--- src/rtl/lsu_pkg.sv ---
// lsu_pkg: shared types and helpers for the lsu_wide load/store unit.
//   lsu_state_e : FSM state encoding (3 bits)
//   clog2()     : ceiling log2 used to size the word-offset field
package lsu_pkg;

  typedef enum logic [2:0] {
    ST_IDLE  = 3'd0,
    ST_CMD   = 3'd1,
    ST_WRITE = 3'd2,
    ST_READ  = 3'd3,
    ST_RSP   = 3'd4
  } lsu_state_e;

  function automatic int clog2(input int value);
    int r;
    r = 0;
    for (int i = 0; i < 31; i++) begin
      if ((1 << i) < value) r = i + 1;
    end
    return r;
  endfunction

endpackage

--- src/rtl/lsu_wide_if.sv ---
// lsu_wide_if: LiteDRAM native user port (command, write-data and read-data
// channels) between the load/store unit and the DRAM controller.
//   master : LSU side (drives command and write data, accepts read data)
//   slave  : DRAM controller side
// Parameters: DATA_W (line width, bits), ADDR_W (line-address width).
interface lsu_wide_if #(
  parameter int DATA_W = 128,
  parameter int ADDR_W = 24
);
  localparam int BE_W = DATA_W / 8;

  logic [ADDR_W-1:0] cmd_addr;
  logic              cmd_valid;
  logic              cmd_ready;
  logic              cmd_we;
  logic [DATA_W-1:0] rdata_data;
  logic              rdata_valid;
  logic              rdata_ready;
  logic [DATA_W-1:0] wdata_data;
  logic              wdata_valid;
  logic              wdata_ready;
  logic [BE_W-1:0]   wdata_we;

  modport master (
    output cmd_addr, cmd_valid, cmd_we, rdata_ready, wdata_data, wdata_valid, wdata_we,
    input  cmd_ready, rdata_data, rdata_valid, wdata_ready
  );

  modport slave (
    input  cmd_addr, cmd_valid, cmd_we, rdata_ready, wdata_data, wdata_valid, wdata_we,
    output cmd_ready, rdata_data, rdata_valid, wdata_ready
  );

endinterface

--- src/rtl/lsu_line_buf.sv ---
// lsu_line_buf: single-line read buffer {valid, tag, line} for lsu_wide.
// Only instantiated when LSU_LINE_BUF_EN is defined.
//   clk_i, rst_i          : clock, synchronous active-high reset (clears valid)
//   flush_i               : invalidate the line (takes effect next cycle)
//   lookup_tag_i          : line address of the incoming request
//   hit_o, line_o         : hit indication (suppressed by flush_i) and buffered line
//   fill_en_i/tag/line    : load-miss fill on the DRAM read handshake
//   wr_en_i/tag/line/be   : write-through store; merged only on a tag hit
module lsu_line_buf #(
  parameter int DATA_W = 128,
  parameter int ADDR_W = 24
) (
  input  logic                clk_i,
  input  logic                rst_i,
  input  logic                flush_i,
  input  logic [ADDR_W-1:0]   lookup_tag_i,
  output logic                hit_o,
  output logic [DATA_W-1:0]   line_o,
  input  logic                fill_en_i,
  input  logic [ADDR_W-1:0]   fill_tag_i,
  input  logic [DATA_W-1:0]   fill_line_i,
  input  logic                wr_en_i,
  input  logic [ADDR_W-1:0]   wr_tag_i,
  input  logic [DATA_W-1:0]   wr_line_i,
  input  logic [DATA_W/8-1:0] wr_be_i
);
  localparam int BE_W = DATA_W / 8;

  logic              valid_q;
  logic [ADDR_W-1:0] tag_q;
  logic [DATA_W-1:0] line_q;
  logic              wr_hit;

  function automatic logic [DATA_W-1:0] merge_bytes(input logic [DATA_W-1:0] old_line,
                                                    input logic [DATA_W-1:0] new_line,
                                                    input logic [BE_W-1:0]   be);
    logic [DATA_W-1:0] r;
    r = old_line;
    for (int b = 0; b < BE_W; b++) begin
      if (be[b]) r[8*b +: 8] = new_line[8*b +: 8];
    end
    return r;
  endfunction

  // A flush in the lookup cycle forces a miss so the load goes to DRAM.
  assign hit_o  = valid_q && (tag_q == lookup_tag_i) && !flush_i;
  assign line_o = line_q;
  assign wr_hit = wr_en_i && valid_q && (tag_q == wr_tag_i);

  // Flush has priority so a fill racing a flush leaves the buffer invalid.
  always_ff @(posedge clk_i) begin
    if (rst_i) begin
      valid_q <= 1'b0;
    end else if (flush_i) begin
      valid_q <= 1'b0;
    end else if (fill_en_i) begin
      valid_q <= 1'b1;
    end
  end

  always_ff @(posedge clk_i) begin
    if (fill_en_i) begin
      tag_q  <= fill_tag_i;
      line_q <= fill_line_i;
    end else if (wr_hit) begin
      line_q <= merge_bytes(line_q, wr_line_i, wr_be_i);
    end
  end

endmodule

--- src/rtl/lsu_wide.sv ---
// lsu_wide: load/store unit bridging a 32-bit CPU data port to a LiteDRAM
// native port of DATA_W bits. One access in flight; FSM
// IDLE -> CMD -> (WRITE | READ) -> RSP -> IDLE.
// Optional macro LSU_LINE_BUF_EN adds a one-line read buffer (lsu_line_buf):
// load hits go IDLE -> RSP without DRAM traffic, stores write through.
// Ports:
//   clk_i, rst_i             : clock, synchronous active-high reset
//   cmd_valid_i/cmd_ready_o  : CPU request handshake
//   cmd_addr_i, cmd_data_i   : byte address ([1:0] ignored), store data
//   cmd_we_i, cmd_wdata_we_i : 1=store, store byte enables
//   flush_i                  : invalidate line buffer (unused without macro)
//   litedram                 : LiteDRAM native port (lsu_wide_if.master)
//   rsp_valid_o/rsp_ready_i  : response handshake, loads and stores
//   rsp_data_o               : load data, 0 for stores
module lsu_wide
  import lsu_pkg::*;
#(
  parameter int DATA_W = 128,
  parameter int ADDR_W = 24
) (
  input  logic              clk_i,
  input  logic              rst_i,
  input  logic              cmd_valid_i,
  output logic              cmd_ready_o,
  input  logic [31:0]       cmd_addr_i,
  input  logic [31:0]       cmd_data_i,
  input  logic              cmd_we_i,
  input  logic [3:0]        cmd_wdata_we_i,
  input  logic              flush_i,
  lsu_wide_if.master        litedram,
  output logic              rsp_valid_o,
  input  logic              rsp_ready_i,
  output logic [31:0]       rsp_data_o
);
  localparam int WORDS = DATA_W / 32;
  localparam int OFS_W = clog2(WORDS);
  localparam int BE_W  = DATA_W / 8;

  lsu_state_e state_q, state_n;

  // Registered outputs
  logic              cmd_ready_q;
  logic              dcmd_valid_q;
  logic              dcmd_we_q;
  logic [ADDR_W-1:0] dcmd_addr_q;
  logic              wdata_valid_q;
  logic [DATA_W-1:0] wdata_data_q;
  logic [BE_W-1:0]   wdata_we_q;
  logic              rdata_ready_q;
  logic              rsp_valid_q;
  logic [31:0]       rsp_data_q;

  // Request latched at accept
  logic              we_q;
  logic [31:0]       data_q;
  logic [3:0]        be_q;
  logic [OFS_W-1:0]  off_q;

  logic [ADDR_W-1:0] req_line;
  logic [OFS_W-1:0]  req_off;
  logic              buf_hit;
  logic [DATA_W-1:0] buf_line;

  logic accept, hit_accept, cmd_hs, wdata_hs, rdata_hs, rsp_hs;

  function automatic logic [DATA_W-1:0] steer_data(input logic [31:0] d,
                                                   input logic [OFS_W-1:0] off);
    logic [DATA_W-1:0] r;
    r = '0;
    r[32*off +: 32] = d;
    return r;
  endfunction

  function automatic logic [BE_W-1:0] steer_be(input logic [3:0] be,
                                               input logic [OFS_W-1:0] off);
    logic [BE_W-1:0] r;
    r = '0;
    r[4*off +: 4] = be;
    return r;
  endfunction

  function automatic logic [31:0] pick_word(input logic [DATA_W-1:0] line,
                                            input logic [OFS_W-1:0] off);
    return line[32*off +: 32];
  endfunction

  assign req_line = cmd_addr_i[OFS_W+2 +: ADDR_W];
  assign req_off  = cmd_addr_i[2 +: OFS_W];

  // Address bits outside the line/offset fields are intentionally dropped.
  logic [31:0] unused_addr;
  assign unused_addr = cmd_addr_i;

`ifdef LSU_LINE_BUF_EN
  lsu_line_buf #(
    .DATA_W (DATA_W),
    .ADDR_W (ADDR_W)
  ) u_line_buf (
    .clk_i        (clk_i),
    .rst_i        (rst_i),
    .flush_i      (flush_i),
    .lookup_tag_i (req_line),
    .hit_o        (buf_hit),
    .line_o       (buf_line),
    .fill_en_i    (rdata_hs),
    .fill_tag_i   (dcmd_addr_q),
    .fill_line_i  (litedram.rdata_data),
    .wr_en_i      (wdata_hs),
    .wr_tag_i     (dcmd_addr_q),
    .wr_line_i    (wdata_data_q),
    .wr_be_i      (wdata_we_q)
  );
`else
  logic unused_flush;
  assign unused_flush = flush_i;
  assign buf_hit      = 1'b0;
  assign buf_line     = '0;
`endif

  always_comb begin
    state_n    = state_q;
    accept     = 1'b0;
    hit_accept = 1'b0;
    cmd_hs     = 1'b0;
    wdata_hs   = 1'b0;
    rdata_hs   = 1'b0;
    rsp_hs     = 1'b0;
    case (state_q)
      ST_IDLE: begin
        // Gate on the registered ready so nothing is taken while it is still low after reset.
        if (cmd_valid_i && cmd_ready_q) begin
          accept = 1'b1;
          if (!cmd_we_i && buf_hit) begin
            hit_accept = 1'b1;
            state_n    = ST_RSP;
          end else begin
            state_n = ST_CMD;
          end
        end
      end
      ST_CMD: begin
        if (litedram.cmd_ready) begin
          cmd_hs  = 1'b1;
          state_n = we_q ? ST_WRITE : ST_READ;
        end
      end
      ST_WRITE: begin
        if (litedram.wdata_ready) begin
          wdata_hs = 1'b1;
          state_n  = ST_RSP;
        end
      end
      ST_READ: begin
        if (litedram.rdata_valid) begin
          rdata_hs = 1'b1;
          state_n  = ST_RSP;
        end
      end
      ST_RSP: begin
        if (rsp_ready_i) begin
          rsp_hs  = 1'b1;
          state_n = ST_IDLE;
        end
      end
      default: state_n = ST_IDLE;
    endcase
  end

  // State and registered outputs; valids/readies track the next state.
  always_ff @(posedge clk_i) begin
    if (rst_i) begin
      state_q       <= ST_IDLE;
      cmd_ready_q   <= 1'b0;
      dcmd_valid_q  <= 1'b0;
      dcmd_we_q     <= 1'b0;
      dcmd_addr_q   <= '0;
      wdata_valid_q <= 1'b0;
      wdata_data_q  <= '0;
      wdata_we_q    <= '0;
      rdata_ready_q <= 1'b0;
      rsp_valid_q   <= 1'b0;
      rsp_data_q    <= '0;
    end else begin
      state_q       <= state_n;
      cmd_ready_q   <= (state_n == ST_IDLE);
      dcmd_valid_q  <= (state_n == ST_CMD);
      wdata_valid_q <= (state_n == ST_WRITE);
      rdata_ready_q <= (state_n == ST_READ);
      rsp_valid_q   <= (state_n == ST_RSP);
      if (accept) begin
        dcmd_addr_q <= req_line;
        dcmd_we_q   <= cmd_we_i;
      end
      if (cmd_hs && we_q) begin
        wdata_data_q <= steer_data(data_q, off_q);
        wdata_we_q   <= steer_be(be_q, off_q);
      end
      if (wdata_hs) begin
        wdata_data_q <= '0;
        wdata_we_q   <= '0;
      end
      if (rdata_hs)   rsp_data_q <= pick_word(litedram.rdata_data, off_q);
      if (hit_accept) rsp_data_q <= pick_word(buf_line, req_off);
      if (rsp_hs)     rsp_data_q <= '0;
    end
  end

  // Request payload, captured on accept only
  always_ff @(posedge clk_i) begin
    if (accept) begin
      we_q   <= cmd_we_i;
      data_q <= cmd_data_i;
      be_q   <= cmd_wdata_we_i;
      off_q  <= req_off;
    end
  end

  assign cmd_ready_o          = cmd_ready_q;
  assign litedram.cmd_addr    = dcmd_addr_q;
  assign litedram.cmd_valid   = dcmd_valid_q;
  assign litedram.cmd_we      = dcmd_we_q;
  assign litedram.rdata_ready = rdata_ready_q;
  assign litedram.wdata_data  = wdata_data_q;
  assign litedram.wdata_valid = wdata_valid_q;
  assign litedram.wdata_we    = wdata_we_q;
  assign rsp_valid_o          = rsp_valid_q;
  assign rsp_data_o           = rsp_data_q;

endmodule
--- src/flat_wrapper.sv ---
// flat-port wrapper written by rule: the top's interface ports become plain ports
module lsu_wide_flat import lsu_pkg::*;
#(
  parameter int DATA_W = 128,
  parameter int ADDR_W = 24
)
  (clk_i, rst_i, cmd_valid_i, cmd_ready_o, cmd_addr_i, cmd_data_i, cmd_we_i, cmd_wdata_we_i, flush_i, rsp_valid_o, rsp_ready_i, rsp_data_o, litedram_cmd_addr, litedram_cmd_valid, litedram_cmd_we, litedram_rdata_ready, litedram_wdata_data, litedram_wdata_valid, litedram_wdata_we, litedram_cmd_ready, litedram_rdata_data, litedram_rdata_valid, litedram_wdata_ready);
  lsu_wide_if #(.DATA_W(DATA_W), .ADDR_W(ADDR_W)) litedram_i ();
  input  logic clk_i;
  input  logic rst_i;
  input  logic cmd_valid_i;
  output logic cmd_ready_o;
  input  logic [31:0] cmd_addr_i;
  input  logic [31:0] cmd_data_i;
  input  logic cmd_we_i;
  input  logic [3:0] cmd_wdata_we_i;
  input  logic flush_i;
  output logic rsp_valid_o;
  input  logic rsp_ready_i;
  output logic [31:0] rsp_data_o;
  output wire logic [$bits(litedram_i.cmd_addr)-1:0] litedram_cmd_addr;
  output wire logic [$bits(litedram_i.cmd_valid)-1:0] litedram_cmd_valid;
  output wire logic [$bits(litedram_i.cmd_we)-1:0] litedram_cmd_we;
  output wire logic [$bits(litedram_i.rdata_ready)-1:0] litedram_rdata_ready;
  output wire logic [$bits(litedram_i.wdata_data)-1:0] litedram_wdata_data;
  output wire logic [$bits(litedram_i.wdata_valid)-1:0] litedram_wdata_valid;
  output wire logic [$bits(litedram_i.wdata_we)-1:0] litedram_wdata_we;
  input wire logic [$bits(litedram_i.cmd_ready)-1:0] litedram_cmd_ready;
  input wire logic [$bits(litedram_i.rdata_data)-1:0] litedram_rdata_data;
  input wire logic [$bits(litedram_i.rdata_valid)-1:0] litedram_rdata_valid;
  input wire logic [$bits(litedram_i.wdata_ready)-1:0] litedram_wdata_ready;
  assign litedram_cmd_addr = litedram_i.cmd_addr;
  assign litedram_cmd_valid = litedram_i.cmd_valid;
  assign litedram_cmd_we = litedram_i.cmd_we;
  assign litedram_rdata_ready = litedram_i.rdata_ready;
  assign litedram_wdata_data = litedram_i.wdata_data;
  assign litedram_wdata_valid = litedram_i.wdata_valid;
  assign litedram_wdata_we = litedram_i.wdata_we;
  assign litedram_i.cmd_ready = litedram_cmd_ready;
  assign litedram_i.rdata_data = litedram_rdata_data;
  assign litedram_i.rdata_valid = litedram_rdata_valid;
  assign litedram_i.wdata_ready = litedram_wdata_ready;
  lsu_wide #(.DATA_W(DATA_W), .ADDR_W(ADDR_W)) u_core (.clk_i(clk_i), .rst_i(rst_i), .cmd_valid_i(cmd_valid_i), .cmd_ready_o(cmd_ready_o), .cmd_addr_i(cmd_addr_i), .cmd_data_i(cmd_data_i), .cmd_we_i(cmd_we_i), .cmd_wdata_we_i(cmd_wdata_we_i), .flush_i(flush_i), .litedram(litedram_i), .rsp_valid_o(rsp_valid_o), .rsp_ready_i(rsp_ready_i), .rsp_data_o(rsp_data_o));
endmodule
--- config.mk ---
export PLATFORM = sky130hd
export DESIGN_NAME = lsu_wide_flat
export DESIGN_NICKNAME = d
export VERILOG_FILES = /design/src/rtl/lsu_pkg.sv /design/src/rtl/lsu_wide_if.sv /design/src/rtl/lsu_line_buf.sv /design/src/rtl/lsu_wide.sv /design/src/flat_wrapper.sv
export SDC_FILE = /design/constraint.sdc
export NUM_CORES = 1
export LEC_CHECK = 0
export BUFFER_PORTS_ARGS = -buffer_cell sky130_fd_sc_hd__buf_2
export CAP_MARGIN = 20
export CORE_ASPECT_RATIO = 0.5
export CORE_MARGIN = 4
export CORE_UTILIZATION = 51
export CTS_BUF_LIST = sky130_fd_sc_hd__clkbuf_16
export CTS_CLUSTER_SIZE = 40
export DETAILED_ROUTE_END_ITERATION = 7
export PLACE_DENSITY = 0.88
export SLEW_MARGIN = 5
export SYNTH_ARGS = -nofsm -noshare
export SYNTH_HDL_FRONTEND = slang
export SYNTH_HIERARCHICAL = 1
export SYNTH_SLANG_ARGS = --single-unit
--- constraint.sdc ---
create_clock -name clk_i -period 3.4 [get_ports clk_i]
set_input_delay 0 -clock clk_i [delete_from_list [all_inputs] [get_ports clk_i]]
set_output_delay 0 -clock clk_i [all_outputs]
set_load 0.005 [all_outputs]
==> impl_metrics.yaml <==
synthesis:
  synth_top_family_by_area: "simple AND/OR/NAND/NOR gates"
  synth_xor_area_frac: 0
  synth.mux.area_fraction: 0.0764
  synth-seq-area-share: 0.568
  avgSynthCellArea_um2: 9.98
  synthArstFlopShare: 0
  synth-simple-area-share: 0.176
  synth_compound_area_frac: 0.127
  yosys.cell_types.count: 38
  synth_top_flop_cell: "dfxtp_1"
  ys_ff_latch: 248
  synth_area_um2: 9430
  synth_fp_nets: 1154
  synth_edf_count: 39
  synth_cells: 945
  yosys.area_share.adder: 0.00531
  ys_warn_count: 6
grt:
  antenna_found_initial: 8
  grt_pass1_vias: 10100
  grt_remaining_overflow: 0
  grt_pass1_wl_um: 57600
  grt_start_max_net_pins: 80
  grt_use_total: 0.343
placement:
  pre_cts_ws_ps: 973
  detailed_place_hpwl_um: 22600
  gp_congestion: 0.881
  port-buffer-count: 403
  postPlaceCellArea_um2: 11500
cells_and_area:
  syn2layout_area_growth_pct: 43.7
  fin_area_um2: 13600
  fin_nets: 1643
  seq_area_um2: 5360
  drive_gt1_frac: 0.342
  fillers: 1099
  multi_input_area_um2: 3660
  utilization: 0.764
clock_tree:
  numClockSinks: 248
  clock_path_buffers: 3
  clk_pin_slew_ps: 60
  post-cts-setup-buffers: 0
  tritoncts: "built"
  htreeDepth: 1
  cts-buffers-inserted: 22
  ctsResizeCount: 0
  insertion_delay_ps: 520
  root_buffer: "clkbuf_16"
detailed_routing:
  avgViaCountPerCell: 5.84
  wl_per_cell_um: 22.1
  drcViolationCount: 0
  ant_nets: 0
  drt_iter0_drc: 1009
  routed_wl_um: 37400
  vias: 9873
  firstDrtPassIters: 6
worst_setup_path:
  worst_r2r_path_depth: 4
  path_max_fanout: 32
  r2r_slack_ps: 680
  crit_path_start_kind: "flop"
  r2r-end: "u_core/rsp_data_o[5]"
  crit_required_ps: 3790
  worstPathArrival_ps: 3120
  r2r_start: "u_core/off_q[0]"
  critPathCaptureType: "flop"
  worst-setup-path-type: "reg2reg"
timing:
  fin_crit_sh: 0.801
  max_freq_ghz: 0.367
  drv_slew: 0
  tns_ps: 0
  setup_ws_ps: 675
  hold_viol: 0
  period_minus_slack_ps: 2720
  maxSlewHeadroom: 0.392
  fin_skew_ps: 24.0
  tightest_slew_ps: 912
  rsz0062_at_grt: "no"
  setup_viol: 0
min_path:
  hold_path_class: "in2reg"
  hold_path.startpoint: "rst_i"
  worstHoldEndpoint: "u_core/state_q[1]"
  hold-path-cell-count: 2
floorplan:
  io_pins: 411
  die-area_um2: 20900
  start_util: 0.532
  dieWidth_um: 200
  core_area_um2: 17700
  row_count: 34
  die-height_um: 104
power_and_ir_drop:
  p_total_w: 0.00629
  p_leak_nw: 5.76
  max-vdd-ir-drop_mv: 0.313
  power_density_nw_per_um2: 464
status:
  status: "complete, no violations"
flow_run:
  cap_viol_max_count: 0
[per-stage QoR]
stage | instances | hold slack, ps
after global placement | 1513 | 178
after floorplan | 945 | 98.9
after detailed placement | 1513 | 178
final | 1690 | 30.0
after global routing | 1689 | 65.4
after CTS | 1684 | 12.5
[state kept, by name (all words and copies together), names as in the netlist]
name	flops
u_core/litedram.cmd_addr	24
u_core/cmd_ready_o	1
u_core/data_q	32
u_core/litedram.wdata_data	128
u_core/litedram.wdata_we	16
u_core/rsp_valid_o	1
u_core/litedram.wdata_valid	1
u_core/litedram.rdata_ready	1
u_core/off_q	2
u_core/rsp_data_o	32
u_core/litedram.cmd_valid	1
u_core/litedram.cmd_we	1
u_core/we_q	1
u_core/state_q	3
u_core/be_q	4
[final cells by class]
type,count,share of cell area
antenna,6,0.00111
sequential,248,0.395
timing repair buffer,548,0.258
clock buffer,22,0.0406
inverter,4,0.00111
tap,234,0.0216
clock inverter,18,0.0127
multi-input combinational,610,0.270
[timing repair]
action                                 in CTS  in global routing
hold buffers                              131                  0
setup endpoints to repair                   0                  0
endpoints found under the hold margin     103                  0
[worst max path at each step]
stage	startpoint	to	slack [ps]	depth (start not counted)
global route	u_core/off_q[0]	u_core/rsp_data_o[1]	570	4
CTS	u_core/off_q[0]	u_core/rsp_data_o[11]	750	4
detailed placement	u_core/off_q[0]	u_core/litedram.wdata_data[55]	970	5
finish	u_core/off_q[0]	u_core/rsp_data_o[5]	680	4
floorplan	u_core/off_q[1]	u_core/litedram.wdata_data[76]	1060	9
global placement	u_core/off_q[0]	u_core/litedram.wdata_we[6]	1140	5
[layout by cell type (no fill, tap or decap), drive strengths merged]
cell type,Yosys,routed
buf,52,417
dfxtp,209,209
nand2,198,198
a21oi,171,171
nand3,145,145
dlygate4sd3,0,131
edfxtp,39,39
mux4,32,32
a22o,32,32
clkbuf,31,22
clkinv,0,9
inv,4,7
diode,0,6
ha,4,4
nor2,4,4
clkinvlp,0,3
bufinv,0,3
nor2b,3,3
and3b,2,2
o21ai,2,2
nor4b,2,2
nor4bb,2,2
nand4b,1,1
and2,1,1
or2,1,1
and4b,1,1
nor3b,1,1
and3,1,1
a311oi,1,1
or3b,1,1
a21o,1,1
o21a,1,1
a31oi,1,1
nor4,1,1
nor3,1,1
[cells in the mapped netlist, types with 2 or more instances]
| cell | count | area, um^2 |
|---|---|---|
| buf_4 | 11 | 82.6 |
| dfxtp_1 | 209 | 4180 |
| inv_1 | 2 | 7.51 |
| a22o_1 | 32 | 280 |
| nand3_1 | 145 | 726 |
| nand2_1 | 198 | 743 |
| nor2b_1 | 2 | 12.5 |
| buf_2 | 32 | 160 |
| o21ai_0 | 2 | 10.0 |
| nor2_1 | 3 | 11.3 |
| buf_6 | 6 | 67.6 |
| nor4bb_1 | 2 | 20.0 |
| inv_2 | 2 | 7.51 |
| clkbuf_1 | 30 | 113 |
| edfxtp_1 | 39 | 1170 |
| mux4_2 | 32 | 721 |
| buf_1 | 3 | 11.3 |
| and3b_1 | 2 | 17.5 |
| a21oi_1 | 171 | 856 |
| ha_1 | 4 | 50.1 |
[critical path, cell delays in order (launching register included)]
cell and delay [ps]:
edfxtp_1 570, buf_4 590, mux4_2 630, dlygate4sd3_1 610, a22o_1 190
[where the power goes]
part	internal (W)	switching [W]
clock network	0.00142	0.00111
registers	0.00305	0.0000592
logic	0.000336	0.000322
total	0.00480	0.00149
[metal layers]
metal  GRT usage  wire (um)
met1       0.400      13100
met2       0.587      18200
met3      0.0869       3570
met4       0.183       2440
met5           0         38
[cells by family (layout without fill, tap and decap cells)]
kind of cell	Yosys count	in the layout
AOI/OAI and AO/OA	209	209
and+or+nand+nor	365	365
buffers and inverters	87	592
adders and majority gates	4	4
muxes	32	32
DFF	248	248
other	0	6
No activity file was read; power rests on OpenSTA's default activity.
